==> src/rtl/arb_mux.sv <==
// arb_mux: NCH-channel arbiter/mux with explicit-select or round-robin grant,
// a registered output stage and valid/ready handshakes on both sides.
// Ports: clk, reset (sync, active-high), in_data/in_valid/in_ready (per channel),
//   rr_mode, sel, out_data/out_valid/out_ready, out_ch (source channel).
// Option macro ARB_MUX_SKID_EN: adds a skid entry so in_ready uses registered state only.
module arb_mux #(
  parameter int NBITS = 7,
  parameter int NCH = 2,
  localparam int SELW = (NCH > 2) ? $clog2(NCH) : 1
) (
  input  logic                 clk,
  input  logic                 reset,
  input  logic [NCH*NBITS-1:0] in_data,
  input  logic [NCH-1:0]       in_valid,
  output logic [NCH-1:0]       in_ready,
  input  logic                 rr_mode,
  input  logic [SELW-1:0]      sel,
  output logic [NBITS-1:0]     out_data,
  output logic                 out_valid,
  input  logic                 out_ready,
  output logic [SELW-1:0]      out_ch
);

  logic [SELW-1:0]  rr_ptr;
  logic [SELW-1:0]  gnt_idx;
  logic             gnt_found;
  logic             can_acc;
  logic             acc;
  logic             pop;
  logic [NBITS-1:0] gnt_data;

  // Round-robin search starts just after the last accepted channel.
  always_comb begin
    int j;
    j = 0;
    gnt_found = 1'b0;
    gnt_idx = '0;
    if (rr_mode) begin
      for (int k = 1; k <= NCH; k++) begin
        j = (int'(rr_ptr) + k) % NCH;
        if (!gnt_found && in_valid[j]) begin
          gnt_found = 1'b1;
          gnt_idx = SELW'(j);
        end
      end
    end else if (int'(sel) < NCH) begin
      gnt_found = 1'b1;
      gnt_idx = sel;
    end
  end

  always_comb begin
    in_ready = '0;
    for (int i = 0; i < NCH; i++) begin
      in_ready[i] = gnt_found && can_acc && !reset
                    && (gnt_idx == SELW'(i));
    end
  end

  assign gnt_data = in_data[int'(gnt_idx)*NBITS +: NBITS];
  assign acc = |(in_valid & in_ready);
  assign pop = out_valid & out_ready;

  always_ff @(posedge clk) begin
    if (reset) begin
      rr_ptr <= SELW'(NCH - 1);
    end else if (acc) begin
      rr_ptr <= gnt_idx;
    end
  end

`ifdef ARB_MUX_SKID_EN
  logic             skid_valid;
  logic [NBITS-1:0] skid_data;
  logic [SELW-1:0]  skid_ch;

  // Ready comes from registers only; a stalled output spills into the skid.
  assign can_acc = !skid_valid;

  always_ff @(posedge clk) begin
    if (reset) begin
      out_valid  <= 1'b0;
      out_data   <= '0;
      out_ch     <= '0;
      skid_valid <= 1'b0;
      skid_data  <= '0;
      skid_ch    <= '0;
    end else if (!out_valid || pop) begin
      if (skid_valid) begin
        out_data   <= skid_data;
        out_ch     <= skid_ch;
        out_valid  <= 1'b1;
        skid_valid <= 1'b0;
      end else if (acc) begin
        out_data  <= gnt_data;
        out_ch    <= gnt_idx;
        out_valid <= 1'b1;
      end else begin
        out_valid <= 1'b0;
      end
    end else if (acc) begin
      skid_data  <= gnt_data;
      skid_ch    <= gnt_idx;
      skid_valid <= 1'b1;
    end
  end
`else
  assign can_acc = !out_valid || out_ready;

  always_ff @(posedge clk) begin
    if (reset) begin
      out_valid <= 1'b0;
      out_data  <= '0;
      out_ch    <= '0;
    end else if (acc) begin
      out_data  <= gnt_data;
      out_ch    <= gnt_idx;
      out_valid <= 1'b1;
    end else if (pop) begin
      out_valid <= 1'b0;
    end
  end
`endif

endmodule

==> config.mk <==
export PLATFORM = sky130hd
export DESIGN_NAME = arb_mux
export DESIGN_NICKNAME = d
export VERILOG_FILES = /design/src/rtl/arb_mux.sv
export SDC_FILE = /design/constraint.sdc
export NUM_CORES = 1
export LEC_CHECK = 0
export ABC_CLOCK_PERIOD_IN_PS = 3500
export CORE_MARGIN = 1.5
export CORE_UTILIZATION = 37
export DETAILED_ROUTE_END_ITERATION = 8
export PLACE_DENSITY = 0.81
export SETUP_SLACK_MARGIN = 0.5
export SYNTH_ARGS = -nofsm -noshare
export SYNTH_HDL_FRONTEND = slang
export SYNTH_SLANG_ARGS = --single-unit
==> constraint.sdc <==
create_clock -name clk -period 3.5 [get_ports clk]
set_input_delay 0.7 -clock clk [delete_from_list [all_inputs] [get_ports clk]]
set_output_delay 0.7 -clock clk [all_outputs]
set_load 0.03 [all_outputs]
==> results.toml <==
[worst_setup_path]
cp-startpoint = "in_valid[0]"
max_stage_delay_ns = 0.52
start_kind = "input port"
worstPathRequired_ns = 2.80
worstSetupPathType = "input port to output port"
worstSetupEndpoint = "in_ready[0]"
critPathCaptureType = "output port"
worst_r2r_path_depth = 4
cp_cell_sequence = "clkdlybuf4s50_1 > nand2_1 > a31o_2 > a2111oi_1 > clkbuf_2"
reg2reg_from = "out_valid"
worstPathArrival_ns = 2.15
crit_fanout = 4
rrSetupSlack_ns = 1.92
regToRegEndpoint = "out_data[0]"
slowest_stage = "clkdlybuf4s50_1"

[detailed_routing]
vias = 601
avgRoutedWirePerCell_um = 11.96
viasPerCell = 5.272
ant_nets = 0
firstDrtPassIters = 4
drcViolationCount = 0
wl_um = 1364
drt-initial-drc-count = 12

[grt]
track_usage_pct = 20.46
grt_overflow_total = 0
first_global_vias = 547
grt_first_pass_wirelength_um = 2187
antenna_found_initial = 0
grt_max_degree = 16

[cells_and_area]
fin_util_pct = 66.06
area_growth_pct = 66.75
finish.net_count = 122
drive_gt1_share_pct = 12.12
nFillCells = 124
n_antenna_cell = 0
layout.cells.non_filler = 114

[timing]
fin_setup_tns_ns = 0
timing.fmax_mhz = 351.4
slew_headroom_pct = 48.77
finalCriticalPeriod_ns = 2.846
drv_slew = 0
finalHoldViolCount = 0
setup_viol = 0
skew_ns = 0.007294
worst_slew_pin_slew_ns = 0.7684
rsz0062_at_grt = "no"
min_period_over_period_pct = 81.32

[placed_design]
placed_cells = 111
port_buffers = 31
routabilityCongestion = 0.8341
detailed_place_hpwl_um = 1038

[clocking]
insertion_delay_ns = 0.26
cts_tree = "yes"
numCtsBuffers = 3
cts-root-buf = "clkbuf_4"
clk_pin_slew_ns = 0.07
cts_hold_buf = 0
cts_sinks = 10
htreeDepth = 1
clock_path_buffers = 2

[worst_hold_path]
hold_start = "out_ch"
hp-class = "flip-flop to flip-flop"

[die]
die_area_mm2 = 0.001626
die_w_um = 40.33
io_pins = 32
row_count = 13
core_mm2 = 0.001301
die_h_um = 40.33
start_util_pct = 39.62

[outcome]
status = "finished, final reports clean"

[synth]
synth_cell_types = 19
synthCells = 64
ys_top_cells_by_area = "dfxtp_1, nand2_1, a31oi_1"
yosysTopAreaCellShare_pct = 38.83
ys_seq_elements = 10
syn_area_um2 = 515.5
ys_warn_count = 0
syn_area_per_cell_um2 = 8.055
syn-num-nets = 85
ys_seq_area_share_pct = 38.83
synth_top_cell_by_area = "dfxtp_1"

[power_and_ir_drop]
powerDensity_mw_per_mm2 = 360.7
clkPwrFrac_pct = 24.2
internal_power_w = 0.0002149
vdd_drop_max_uv = 276.3
seqPwrFrac_pct = 41.7
combPwrFrac_pct = 34.1
swShare_pct = 30.69
power_switching_w = 0.00009516
p_leak_nw = 0.3346

[job]
max_cap_viol_count = 0
critical path: cells and delay by family:
kind                   cells  cell delay, ns
buffers and inverters      2            0.79
AOI/OAI and AO/OA          2            0.56
and+or+nand+nor            1            0.10
synthesized netlist by cell type:
library cell / number
nor2b_1: 1
and2b_1: 1
and3_1: 1
a2111oi_0: 2
a31oi_1: 8
a31o_2: 1
dfxtp_1: 10
o21ai_1: 1
nand3_1: 1
inv_1: 2
buf_6: 2
nor2_1: 4
o21ai_2: 2
nand2b_1: 1
a2111oi_4: 1
a21oi_1: 2
nor3b_1: 1
nand2_1: 16
o21ai_0: 7
area by class of cell:
type	instances	area (um2)	area share [%]
flip-flops and latches	10	200.2	23.29
multi-input cells	50	287.8	33.48
repair buffers	34	322.8	37.55
inverters	2	7.507	0.8734
well taps	15	18.77	2.183
clock buffers	3	22.52	2.620
routing by layer:
layer,vias up,GRT usage (%),routed length [um]
li1,305,-,-
met1,267,23.81,596
met2,27,33.73,662
met3,2,9.444,96
met4,0,5.000,8
met5,-,0,0
how the worst min path moves through the flow:
stage / to / cells past startpoint
6_report: out_ch / 2
5_1_grt: out_ch / 2
4_1_cts: out_ch / 2
3_5_place_dp: out_ch / 2
3_3_place_gp: out_ch / 2
2_1_floorplan: rr_ptr / 2
cells by family (layout without fill, tap and decap cells):
logic type	Yosys count	in the layout	share of synthesized area, %
compound gates	24	24	33.25
simple gates	26	26	22.09
buf+inv	4	39	5.825
flops	10	10	38.83
cell usage in the layout, fill, tap and decap left out:
cell type,synthesis,routed
a2111oi_1,0,2
a2111oi_4,1,1
a21oi_1,2,2
a31o_2,1,1
a31oi_1,8,8
and2b_1,1,1
and3_1,1,1
buf_4,0,3
clkbuf_2,0,2
clkbuf_4,0,3
clkdlybuf4s50_1,0,29
dfxtp_1,10,10
inv_1,2,2
nand2_1,16,16
nand2b_1,1,1
nand3_1,1,1
nor2_1,4,4
nor2b_1,1,1
nor3b_1,1,1
o21ai_0,7,7
o21ai_1,1,1
o21ai_2,2,2
power groups by stage:
stage                     clock network [W]  logic [W]  registers (W)
after detailed placement                  0   0.000108       0.000132
after global placement                    0   0.000106       0.000131
after floorplan                           0  0.0000384       0.000148
final                             0.0000750   0.000106       0.000129
after global routing              0.0000819   0.000114       0.000130
after CTS                         0.0000784   0.000107       0.000129
stage by stage:
step            power, W  setup slack (ns)  hold WS [ns]  area [um2]
2_1_floorplan  0.0001867            0.4952        0.4962       518.0
3_3_place_gp   0.0002373            0.2199        0.4666       847.1
3_5_place_dp   0.0002393            0.1684        0.4645       847.1
4_1_cts        0.0003144            0.4786        0.4766       867.1
5_1_grt        0.0003264            0.5570        0.5208       859.6
6_report       0.0003100            0.6539        0.4739       859.6
registers in the layout, summed over array words and instances, names as in the netlist:
register,cells
out_ch,1
out_valid,1
rr_ptr,1
out_data,7
what timing repair did:
action,in CTS,in global routing
gates cloned,0,0
buffers inserted,0,0
pin swaps,0,0
endpoints found under the hold margin,0,0
setup endpoints to repair,2,2
gates resized for setup,2,6
No activity file was read; power rests on OpenSTA's default activity.
